File: config.mk
export PLATFORM = sky130hd
export DESIGN_NAME = wb_rf_write_scheduler
export DESIGN_NICKNAME = d
export VERILOG_FILES = /design/src/rtl/wb_rf_write_scheduler.sv
export SDC_FILE = /design/constraint.sdc
export NUM_CORES = 1
export LEC_CHECK = 0
export ABC_AREA = 1
export ABC_CLOCK_PERIOD_IN_PS = 3600
export BUFFER_PORTS_ARGS = -buffer_cell sky130_fd_sc_hd__buf_4
export CORE_MARGIN = 3
export CORE_UTILIZATION = 37
export CTS_BUF_LIST = sky130_fd_sc_hd__clkbuf_16
export DETAILED_ROUTE_END_ITERATION = 10
export GPL_ROUTABILITY_DRIVEN = 0
export GPL_TIMING_DRIVEN = 0
export PLACE_DENSITY = 0.58
export SETUP_SLACK_MARGIN = 0.3
export SLEW_MARGIN = 15
export SYNTH_ARGS = -nofsm -noshare
export SYNTH_HDL_FRONTEND = slang
export SYNTH_SLANG_ARGS = --single-unit
File: constraint.sdc
create_clock -name clk -period 3.6 [get_ports clk]
set_input_delay 0.18 -clock clk [delete_from_list [all_inputs] [get_ports clk]]
set_output_delay 0.18 -clock clk [all_outputs]
set_load 0.01 [all_outputs]
File: src/rtl/wb_rf_write_scheduler.sv
// wb_rf_write_scheduler: arbitrates the single register-file write port between
// the in-order pipeline writeback and a buffered long-latency result stream.
// Optional macro WB_RF_SCHED_FWD_EN adds a combinational forwarding lookup
// into the buffer (fwd_addr/fwd_hit/fwd_data).
module wb_rf_write_scheduler #(
  parameter int unsigned DEPTH        = 2,
  parameter int unsigned STARVE_LIMIT = 4
) (
  input  logic                     clk,
  input  logic                     rst,
  input  logic                     pipe_we,
  input  logic [6:0]               pipe_addr,
  input  logic [31:0]              pipe_data,
  input  logic                     lu_valid,
  output logic                     lu_ready,
  input  logic [6:0]               lu_addr,
  input  logic [31:0]              lu_data,
  output logic                     stall_pipe,
  output logic                     rf_we,
  output logic [6:0]               rf_addr,
  output logic [31:0]              rf_data,
  output logic [$clog2(DEPTH):0]   pending_cnt
`ifdef WB_RF_SCHED_FWD_EN
  ,
  input  logic [6:0]               fwd_addr,
  output logic                     fwd_hit,
  output logic [31:0]              fwd_data
`endif
);

  localparam int unsigned AW     = $clog2(DEPTH);
  localparam int unsigned CW     = AW + 1;
  localparam int unsigned SW     = $clog2(STARVE_LIMIT + 1);
  localparam int unsigned ADDR_W = 7;
  localparam int unsigned DATA_W = 32;

  logic [ADDR_W-1:0] addr_q [DEPTH];
  logic [DATA_W-1:0] data_q [DEPTH];
  logic [DEPTH-1:0]  vld_q, vld_d;
  logic [AW-1:0]     wr_ptr_q, wr_ptr_d, rd_ptr_q, rd_ptr_d;
  logic [CW-1:0]     cnt_q, cnt_d;
  logic [SW-1:0]     starve_q, starve_d;
  logic              rf_we_q, rf_we_d;
  logic [ADDR_W-1:0] rf_addr_q, rf_addr_d;
  logic [DATA_W-1:0] rf_data_q, rf_data_d;

  logic full_c, empty_c, push_c, pop_c, pipe_grant_c, stall_c;

  // Handshake, stall and slot decision, all from registered occupancy.
  always_comb begin
    full_c       = (cnt_q == CW'(DEPTH));
    empty_c      = (cnt_q == '0);
    stall_c      = (starve_q == SW'(STARVE_LIMIT)) && !empty_c;
    push_c       = lu_valid && !full_c && (lu_addr != '0);
    pipe_grant_c = !stall_c && pipe_we && (pipe_addr != '0);
    pop_c        = !empty_c && !pipe_grant_c;
  end

  assign lu_ready    = !full_c;
  assign stall_pipe  = stall_c;
  assign rf_we       = rf_we_q;
  assign rf_addr     = rf_addr_q;
  assign rf_data     = rf_data_q;
  assign pending_cnt = cnt_q;

  // Next-state for pointers, valid bits, occupancy, starvation and write port.
  always_comb begin
    vld_d     = vld_q;
    wr_ptr_d  = wr_ptr_q;
    rd_ptr_d  = rd_ptr_q;
    cnt_d     = cnt_q + CW'(push_c) - CW'(pop_c);
    starve_d  = starve_q;
    rf_we_d   = 1'b0;
    rf_addr_d = rf_addr_q;
    rf_data_d = rf_data_q;

    // A granted pipeline write is younger than anything buffered.
    if (pipe_grant_c) begin
      for (int unsigned i = 0; i < DEPTH; i++) begin
        if (addr_q[i] == pipe_addr) vld_d[i] = 1'b0;
      end
    end
    if (pop_c) begin
      vld_d[rd_ptr_q] = 1'b0;
      rd_ptr_d        = rd_ptr_q + AW'(1);
    end
    if (push_c) begin
      vld_d[wr_ptr_q] = !(pipe_grant_c && (lu_addr == pipe_addr));
      wr_ptr_d        = wr_ptr_q + AW'(1);
    end

    if (empty_c || pop_c) begin
      starve_d = '0;
    end else if (starve_q != SW'(STARVE_LIMIT)) begin
      starve_d = starve_q + SW'(1);
    end

    if (pipe_grant_c) begin
      rf_we_d   = 1'b1;
      rf_addr_d = pipe_addr;
      rf_data_d = pipe_data;
    end else if (pop_c && vld_q[rd_ptr_q]) begin
      rf_we_d   = 1'b1;
      rf_addr_d = addr_q[rd_ptr_q];
      rf_data_d = data_q[rd_ptr_q];
    end
  end

  // Control state and registered write port.
  always_ff @(posedge clk) begin
    if (rst) begin
      vld_q     <= '0;
      wr_ptr_q  <= '0;
      rd_ptr_q  <= '0;
      cnt_q     <= '0;
      starve_q  <= '0;
      rf_we_q   <= 1'b0;
      rf_addr_q <= '0;
      rf_data_q <= '0;
    end else begin
      vld_q     <= vld_d;
      wr_ptr_q  <= wr_ptr_d;
      rd_ptr_q  <= rd_ptr_d;
      cnt_q     <= cnt_d;
      starve_q  <= starve_d;
      rf_we_q   <= rf_we_d;
      rf_addr_q <= rf_addr_d;
      rf_data_q <= rf_data_d;
    end
  end

  // Buffer payload storage; validity is tracked by vld_q.
  always_ff @(posedge clk) begin
    if (push_c) begin
      addr_q[wr_ptr_q] <= lu_addr;
      data_q[wr_ptr_q] <= lu_data;
    end
  end

`ifdef WB_RF_SCHED_FWD_EN
  logic [AW-1:0] fwd_idx;

  // Scan oldest to youngest so the youngest valid match wins.
  always_comb begin
    fwd_hit  = 1'b0;
    fwd_data = '0;
    fwd_idx  = '0;
    for (int unsigned k = 0; k < DEPTH; k++) begin
      fwd_idx = rd_ptr_q + AW'(k);
      if ((CW'(k) < cnt_q) && vld_q[fwd_idx] && (addr_q[fwd_idx] == fwd_addr) &&
          (fwd_addr != '0)) begin
        fwd_hit  = 1'b1;
        fwd_data = data_q[fwd_idx];
      end
    end
  end
`endif

endmodule

==> flow_metrics.env <==
export IMPL_cp_arrival_ps=2690
export IMPL_setup_violations=0
export IMPL_synth_warnings=0
export IMPL_synth_most_common_cell="nand2_1"
export IMPL_p_int_w=0.00327
export IMPL_synthAdderAreaFrac=0.00906
export IMPL_stdcell_area_mm2=0.00765
export IMPL_overflow=0
export IMPL_holdBufCountCts=39
export IMPL_rsz0062_at_grt="false"
export IMPL_track_usage=0.175
export IMPL_pwr_share_clk=0.370
export IMPL_pre_cts_ws_ps=1230
export IMPL_clock_path_buffers=2
export IMPL_ys_seq_elements=128
export IMPL_synthMuxAreaShare=0.0290
export IMPL_r2r_slack_ps=1210
export IMPL_routedWlPerCell_um=14.7
export IMPL_worstMarginPinSlew_ps=576
export IMPL_nets=836
export IMPL_cts_tree="yes"
export IMPL_crit_type="flip-flop to flip-flop"
export IMPL_p_switching_w=0.00126
export IMPL_path_cells="inv_1 -> ha_1 -> nand2_2 -> o21ai_2 -> nor2_2 -> nor2_1 -> ha_1 -> inv_1 -> ha_1 -> xor2_1 -> o21ai_0 -> a21oi_1"
export IMPL_syn_num_nets=658
export IMPL_maxCapViolCount=0
export IMPL_synth_cells=572
export IMPL_synth_xor_area_share=0.0365
export IMPL_ys_seq_area_frac=0.605
export IMPL_drive_gt1_frac=0.252
export IMPL_fin_cells=947
export IMPL_yosysTopAreaCell="edfxtp_1"
export IMPL_status="completed"
export IMPL_areaGrowthSynthToFinish_pct=38.5
export IMPL_leakage_nw=3.35
export IMPL_clock_latency_ps=410
export IMPL_place_hpwl_um=9890
export IMPL_post_cts_resize_count=0
export IMPL_r2r_start="starve_q[0]"
export IMPL_antenna_cells=0
export IMPL_grt_antenna_before_repair=0
export IMPL_initial_utilization=0.379
export IMPL_drt_total_wl_um=14000
export IMPL_die_width_um=128
export IMPL_slew_headroom=0.616
export IMPL_portBuffers=118
export IMPL_synth_edf_count=78
export IMPL_p_sw_frac=0.278
export IMPL_crit_slowest_cell="nor2_2"
export IMPL_fp_dieArea_mm2=0.0164
export IMPL_synth_cell_types=28
export IMPL_final_core_util=0.525
export IMPL_min_period_ps=2390
export IMPL_clkTransAtPathRegs_ps=50
export IMPL_ios=126
export IMPL_syn_area_mm2=0.00553
export IMPL_die_y_um=128
export IMPL_fin_worst_skew_ps=7.29
export IMPL_grt_max_degree=34
export IMPL_cp_depth=12
export IMPL_postRouteAntennaNets=0
export IMPL_dr_pass1_iters=4
export IMPL_cts_root_buf="clkbuf_16"
export IMPL_yosys_top_cells_area="edfxtp_1 (42%), dfxtp_1 (18%), nand2_1 (13%)"
export IMPL_hold_depth=4
export IMPL_fp_row_count=44
export IMPL_drv_slew=0
export IMPL_synth_ff_type="edfxtp_1"
export IMPL_critPathBufInv=2
export IMPL_reg2regPathDepth=12
export IMPL_coreArea_mm2=0.0146
export IMPL_vias_per_cell=4.60
export IMPL_hold_viol=0
export IMPL_setup_ws_ps=1210
export IMPL_finalSetupTns_ps=0
export IMPL_vdd_drop_max_mv=0.347
export IMPL_synth_compound_area_share=0.0340
export IMPL_h_tree_depth=4
export IMPL_crit_fanout=9
export IMPL_endpoint_kind="flip-flop"
export IMPL_post_cts_setup_buffers=0
export IMPL_synth_top_family_by_area="simple AND/OR/NAND/NOR gates"
export IMPL_worst_path_most_repeated_cell="ha_1"
export IMPL_power_density_mw_per_mm2=591
export IMPL_grt_pass1_wl_um=22000
export IMPL_finalCritPeriodShare=0.664
export IMPL_clock_sinks=128
export IMPL_drc=0
export IMPL_place_inst=876
export IMPL_async_flop_share=0
export IMPL_first_global_vias=4393
export IMPL_pwr_share_comb=0.213
export IMPL_hold_class="input port to flip-flop"
export IMPL_worst_path_largest_cell_delay_ps=370
export IMPL_via_count=4354
export IMPL_syn_avg_cell_area_um2=9.66
export IMPL_fmax_ghz=0.419
export IMPL_r2r_end="pending_cnt[1]"
export IMPL_worstSetupEndpoint="pending_cnt[1]"
export IMPL_cp_required_ps=3900
export IMPL_synth_top_area_frac=0.424
export IMPL_synth_common_cells="nand2_1 (188), edfxtp_1 (78), dfxtp_1 (50), nor2_1 (47), nand3_1 (42)"
export IMPL_crit_path_start="starve_q[0]"
export IMPL_synth_simple_area_share=0.230
export IMPL_seqPwrFrac=0.417
export IMPL_numCtsBuffers=17
export IMPL_place_area_mm2=0.00668
export IMPL_cp_top_family="adder cells"
export IMPL_drtIter0Drc=198
export IMPL_startpoint_type="flip-flop"
[state kept, by name, indices dropped and copies added (netlist names), named ones only]
register / cells
rf_we: 1
rd_ptr_q: 1
starve_q: 3
vld_q: 2
wr_ptr_q: 1
data_q: 64
addr_q: 14
rf_addr: 7
pending_cnt: 2
rf_data: 32
[final cells by class]
cell class                      instances  area, um^2
Buffer                                 27         174
Clock buffer                           17         425
Clock inverter                         15         155
Fill cell                            1300        6940
Inverter                               37         139
Multi-Input combinational cell        380        1870
Sequential cell                       128        3340
Tap cell                              184         230
Timing Repair Buffer                  159        1320
[tightest hold or removal path, stage by stage]
cell	delay, ps
buf_4	70
or2_2	90
nand3_1	60
nand2_1	50
[worst min-delay path by stage]
stage	startpoint	end	slack, ps
floorplan	lu_addr[0]	addr_q[0][0]	280
global placement	lu_data[31]	data_q[0][31]	370
detailed placement	lu_data[13]	data_q[0][13]	370
CTS	pipe_data[5]	rf_data[5]	60
global route	pipe_data[5]	rf_data[5]	70
finish	pipe_data[5]	rf_data[5]	70
[metrics by stage]
| stage | hold WS, ps | power [W] |
|---|---|---|
| after floorplan | 279 | 0.00246 |
| after global placement | 367 | 0.00282 |
| after detailed placement | 368 | 0.00286 |
| after CTS | 57.4 | 0.00457 |
| after global routing | 70.4 | 0.00474 |
| final | 68.6 | 0.00453 |
[cells by family (layout without fill, tap and decap cells)]
group,count (synthesis),in the layout
AOI/OAI and AO/OA,36,36
muxes,16,16
DFF,128,128
xor gates and xnor gates,23,23
adders and majority gates,4,4
and+or+nand+nor,301,301
buffers and inverters,64,255
[power groups by stage]
stage	combinational, W	sequential, W	clock [W]
5_1_grt	0.00108	0.00191	0.00176
4_1_cts	0.000980	0.00189	0.00170
3_3_place_gp	0.000902	0.00192	0
3_5_place_dp	0.000942	0.00191	0
2_1_floorplan	0.000523	0.00194	0
6_report	0.000964	0.00189	0.00167
[metal layers]
layer | track usage | share of wire | up-vias
met5 | 0 | 0 | -
met4 | 0.0637 | 0.020 | 0
met3 | 0.0733 | 0.075 | 19
met2 | 0.279 | 0.47 | 127
met1 | 0.212 | 0.43 | 2000
li1 | - | - | 2208
[cells in the final DEF (no fill, tap or decap), types with 3 or more instances in the layout]
master	synthesis	layout
or2_1	7	7
buf_6	6	6
o21ai_0	11	11
ha_1	4	4
clkinv_2	0	3
nor2_2	3	3
o21ai_1	10	10
xnor2_1	18	18
clkbuf_16	0	17
nand2_4	3	3
nand2_1	188	188
xor2_1	5	5
dfxtp_1	50	50
inv_2	2	4
buf_4	3	121
dlygate4sd3_1	0	39
edfxtp_1	78	78
bufinv_16	0	3
or2_2	8	8
clkbuf_1	4	4
inv_1	35	37
mux2i_1	16	16
nor2_1	47	47
a21oi_1	13	13
nand3_1	42	42
clkinvlp_4	0	3
buf_2	11	11
(Power assumes the default switching activity.)
